===== config.mk =====
export PLATFORM = sky130hd
export DESIGN_NAME = gpr_file_sb
export DESIGN_NICKNAME = d
export VERILOG_FILES = /design/src/rtl/gpr_pkg.sv /design/src/rtl/gpr_scoreboard.sv /design/src/rtl/gpr_file_sb.sv
export SDC_FILE = /design/constraint.sdc
export NUM_CORES = 2
export LEC_CHECK = 0
export CAP_MARGIN = 30
export CORE_ASPECT_RATIO = 0.5
export CORE_MARGIN = 2
export CORE_UTILIZATION = 55
export DETAILED_ROUTE_END_ITERATION = 12
export GPL_TIMING_DRIVEN = 0
export PLACE_DENSITY = 0.72
export SYNTH_ARGS = -nofsm -noshare
export SYNTH_HDL_FRONTEND = slang
export SYNTH_SLANG_ARGS = --single-unit

===== constraint.sdc =====
create_clock -name clk -period 3.15 [get_ports clk]
set_input_delay 0.63 -clock clk [delete_from_list [all_inputs] [get_ports clk]]
set_output_delay 0.63 -clock clk [all_outputs]
set_load 0.05 [all_outputs]

===== src/rtl/gpr_pkg.sv =====
// rtl/gpr_pkg.sv - shared integer register file constants and types
package gpr_pkg;

  localparam int XLEN       = 32;
  localparam int REG_ADDR_W = 5;

  typedef logic [REG_ADDR_W-1:0] reg_idx_t;
  typedef logic [XLEN-1:0]       xlen_t;

  localparam reg_idx_t ZERO_REG = 5'd0;

endpackage


===== src/rtl/gpr_scoreboard.sv =====
// rtl/gpr_scoreboard.sv - per-register busy flags: alloc sets, write-back clears, alloc wins
module gpr_scoreboard
  import gpr_pkg::*;
#(
  parameter int ADDR_W = REG_ADDR_W,
  parameter int NUM_WR = 1
) (
  input  logic                     clk,
  input  logic                     rst,
  input  logic                     alloc_en,
  input  logic [ADDR_W-1:0]        alloc_addr,
  input  logic [NUM_WR-1:0]        wb_en,
  input  logic [NUM_WR*ADDR_W-1:0] wb_addr,
  output logic [2**ADDR_W-1:0]     busy_vec
);

  localparam int DEPTH = 2**ADDR_W;
  localparam logic [ADDR_W-1:0] ZERO_IDX = ADDR_W'(ZERO_REG);

  logic [DEPTH-1:0] busy_q;
  logic [DEPTH-1:0] busy_nxt;

  // Clear on write-back first, then apply allocation so a same-cycle alloc keeps the bit set.
  always_comb begin
    busy_nxt = busy_q;
    for (int w = 0; w < NUM_WR; w++) begin
      if (wb_en[w] && (wb_addr[w*ADDR_W +: ADDR_W] != ZERO_IDX)) begin
        busy_nxt[wb_addr[w*ADDR_W +: ADDR_W]] = 1'b0;
      end
    end
    if (alloc_en && (alloc_addr != ZERO_IDX)) begin
      busy_nxt[alloc_addr] = 1'b1;
    end
    busy_nxt[0] = 1'b0;
  end

  // Busy flop bank; reset drops every pending allocation.
  always_ff @(posedge clk or negedge rst) begin
    if (!rst) begin
      busy_q <= '0;
    end else begin
      busy_q <= busy_nxt;
    end
  end

  assign busy_vec = busy_q;

endmodule


===== src/rtl/gpr_file_sb.sv =====
// rtl/gpr_file_sb.sv - register file with busy scoreboard; RF_BYPASS_EN enables wb-to-read forwarding
module gpr_file_sb
  import gpr_pkg::*;
#(
  parameter int ADDR_W = REG_ADDR_W,
  parameter int DATA_W = XLEN,
  parameter int NUM_RD = 2,
  parameter int NUM_WR = 1
) (
  input  logic                     clk,
  input  logic                     rst,
  input  logic [NUM_RD-1:0]        rd_en,
  input  logic [NUM_RD*ADDR_W-1:0] rd_addr,
  output logic [NUM_RD*DATA_W-1:0] rd_data,
  output logic [NUM_RD-1:0]        rd_ready,
  input  logic [NUM_WR-1:0]        wb_en,
  input  logic [NUM_WR*ADDR_W-1:0] wb_addr,
  input  logic [NUM_WR*DATA_W-1:0] wb_data,
  input  logic                     alloc_en,
  input  logic [ADDR_W-1:0]        alloc_addr,
  output logic [2**ADDR_W-1:0]     busy_vec
);

  localparam int DEPTH = 2**ADDR_W;
  localparam logic [ADDR_W-1:0] ZERO_IDX = ADDR_W'(ZERO_REG);

  logic [DATA_W-1:0] regs [DEPTH];

  gpr_scoreboard #(
    .ADDR_W (ADDR_W),
    .NUM_WR (NUM_WR)
  ) u_scoreboard (
    .clk        (clk),
    .rst        (rst),
    .alloc_en   (alloc_en),
    .alloc_addr (alloc_addr),
    .wb_en      (wb_en),
    .wb_addr    (wb_addr),
    .busy_vec   (busy_vec)
  );

  // Write-back merge: ports applied in ascending order so the highest port wins a collision.
  always_ff @(posedge clk or negedge rst) begin
    if (!rst) begin
      for (int i = 0; i < DEPTH; i++) begin
        regs[i] <= '0;
      end
    end else begin
      for (int w = 0; w < NUM_WR; w++) begin
        if (wb_en[w] && (wb_addr[w*ADDR_W +: ADDR_W] != ZERO_IDX)) begin
          regs[wb_addr[w*ADDR_W +: ADDR_W]] <= wb_data[w*DATA_W +: DATA_W];
        end
      end
    end
  end

  // Combinational read ports; index 0 and disabled ports return zero and are always ready.
  always_comb begin
    logic [ADDR_W-1:0] idx;
    rd_data  = '0;
    rd_ready = '1;
    for (int p = 0; p < NUM_RD; p++) begin
      idx = rd_addr[p*ADDR_W +: ADDR_W];
      if (rd_en[p] && (idx != ZERO_IDX)) begin
        rd_data[p*DATA_W +: DATA_W] = regs[idx];
        rd_ready[p]                 = ~busy_vec[idx];
`ifdef RF_BYPASS_EN
        for (int w = 0; w < NUM_WR; w++) begin
          if (wb_en[w] && (wb_addr[w*ADDR_W +: ADDR_W] == idx)) begin
            rd_data[p*DATA_W +: DATA_W] = wb_data[w*DATA_W +: DATA_W];
            rd_ready[p]                 = 1'b1;
          end
        end
`else
        // Without forwarding the reader sees the stale value and stalls until the write lands.
`endif
      end
    end
  end

endmodule


==> results.cfg <==
[power]
p_total_mw = 42.6
max-vdd-ir-drop_mv = 0.531
p_leak_nw = 29.8
power.density_nw_per_um2 = 610

[worst_setup_path]
reg2reg_from = regs[514]
worstSetupEndpointType = output port
start_kind = input port
cp_max_fo = 10
setup.worst_path.start = rd_addr[2]
r2r_cells = 2
cp_slowest_cell = buf_4
r2r-end = regs[514]
critPathRequiredTime_ns = 2.52
critical_path_arrival_ns = 2.76
path_cells = buf_6 -> buf_12 -> buf_8 -> nor2b_4 -> buf_12 -> buf_4 -> a2111oi_4 -> nor3_4 -> buf_6
crit_cells = 9
r2r_slack_ns = 2.19
cpPeakStageDelay_ns = 0.43
crit_type = input port to output port
crit_buf_inv = 6
path_delay_family = buffers and inverters
endpoint = rd_data[24]

[final_layout]
final_cells = 5601
layout_common_cells = mux2_2 (1055), dfrtp_1 (1055), mux4_2 (460)
fin_util = 0.695
finalNetCount = 4220
stdcell_area_um2 = 69800
syn_to_final_growth_pct = 25.0
drive_gt1_frac = 0.586

[grt]
grt_usage = 0.445
grt_pass1_vias = 42900
grt_max_degree = 170
antenna_found_initial = 7
grt_overflow_total = 0
grt_pass1_wl_mm = 322

[floorplan]
die-area_um2 = 104000
die_h_um = 229
ios = 156
coreArea_um2 = 100000
initial_core_util = 0.556
rows = 82
fp.dieW_um = 455

[synth]
async_reset_ff_frac = 1.00
postSynthCellCount = 3687
ys_ff_latch = 1055
synth_top_area_cell = dfrtp_1
ys_types = 51
netlist_area_um2 = 55800
synth_area_leaders = dfrtp_1 (47%), mux2_2 (21%), mux4_2 (19%)
ys.flop_type = dfrtp_1
synth_edf_count = 0
yosysWarnings = 0
seq_area_frac_synth = 0.473
synth_top_area_share = 0.473
avgSynthCellArea_um2 = 15.1
syn_nets = 3745

[timing]
finalMaxSlewViolations = 0
setup_viol = 76
slew_headroom = 0.195
clock_skew_ns = 0
fin_crit_sh = 1.08
rsz0062_at_grt = true
tightest_slew_ns = 1.20
worst_slack_ns = -0.245
hold_viol_final = 0
fmax_mhz = 295
period_needed_ns = 3.39

[route]
vias_per_cell = 7.68
antenna_left = 0
wire_per_inst_um = 42.1
drt-pass1-iter-count = 9
post-route-drc-count = 0
drtIter0Drc = 6678
totalWireLength_mm = 236
route.vias.total = 43000

[clock_network]
cts.sinks = 1055
cts_made_buffers = 98
clk_pin_slew_worst_paths_ns = 0.07
htreeDepth = 3
tritoncts = done
clk_latency_ns = 0.73
clockRootBuffer = clkbuf_16
clockBufferDepth = 3

[placed_design]
gp_congestion = 0.969
place_inst = 5260
placed_area_um2 = 60700
port_buffers = 145
dp_hpwl_mm = 151

[hold_path]
hp-class = input port to async pin

[run]
cap_violations = 0

[run_status]
status = complete, but fails checks
violations = setup timing
cell type report:
type | instances | area, um^2
Buffer | 432 | 3790
Antenna cell | 12 | 30.0
Timing Repair Buffer | 378 | 5010
Fill cell | 6420 | 30600
Tap cell | 1344 | 1680
Clock inverter | 33 | 515
Multi-Input combinational cell | 2184 | 29400
Sequential cell | 1055 | 26400
Clock buffer | 150 | 2940
Inverter | 13 | 51.3
report_power, final:
part	internal, mW	leakage (nW)	total, mW	switching (mW)
combinational	5.92	14.6	11.0	5.04
sequential	16.1	13.5	18.4	2.24
clock	7.44	1.70	13.2	5.80
worst register-to-register path, cell delays in order, from the launching register on:
cell and delay [ns]:
dfrtp_1 0.42, buf_4 0.17, mux2_2 0.26
worst min-delay path by stage:
stage	cells after the start	startpoint	to	slack [ns]
global placement	1	regs[992]	regs[992]	0.46
global route	2	alloc_addr[1]	u_scoreboard.busy_vec[11]	0.46
CTS	2	alloc_addr[1]	u_scoreboard.busy_vec[11]	0.41
detailed placement	1	regs[1013]	regs[1013]	0.47
finish	2	rst	regs[1021]	0.44
floorplan	0	rst	regs[0]	0.33
metal layers:
layer	global-route usage	vias up	part of all wire
met2	0.598	4057	0.41
met4	0.256	16	0.075
met5	0.0340	-	0.0028
met3	0.233	1212	0.16
met1	0.570	22400	0.35
li1	-	15300	-
flip-flops by register name (all words and copies together) (netlist names):
| register | cells |
|---|---|
| regs | 1024 |
| u_scoreboard.busy_vec | 31 |
stage by stage:
step                      hold slack (ns)  worst slack (ns)  setup TNS, ns
after detailed placement            0.468             -2.62        -244.15
after CTS                           0.409            -0.180          -2.40
after global placement              0.459            -45.94              -
after global routing                0.461            -0.166          -3.43
after floorplan                     0.334            -0.347          -1.18
final                               0.436            -0.245          -5.40
logic make-up (layout without fill, tap and decap cells):
logic type / after synthesis / after routing / synth area share
buffers and inverters: 448 / 1006 / 0.0365
muxes: 1655 / 1655 / 0.423
and+or+nand+nor: 162 / 162 / 0.0145
AOI/OAI and AO/OA: 366 / 366 / 0.0529
DFF: 1055 / 1055 / 0.473
other: 1 / 13 / 0.0000671
Yosys cell counts (32+ instances only):
cell type,number
dfrtp_1,1055
nor3_1,34
o221ai_1,33
mux2_2,1059
o22ai_1,42
buf_2,133
a22o_1,73
a31oi_1,32
clkbuf_1,242
a221o_1,32
a21oi_1,32
a211oi_1,32
mux2i_1,136
a22oi_1,32
nand2_1,60
mux4_2,460
timing repair:
action | in CTS | in global routing
cloned | 24 | 11
resized for setup | 1173 | 139
setup buffers | 82 | 30
endpoints found under the setup margin | 66 | 213
endpoints found under the hold margin | 76 | 0
hold buffers | 1 | 0
pin swaps | 88 | 78
Note: power is estimated with default switching activity, not from simulation.
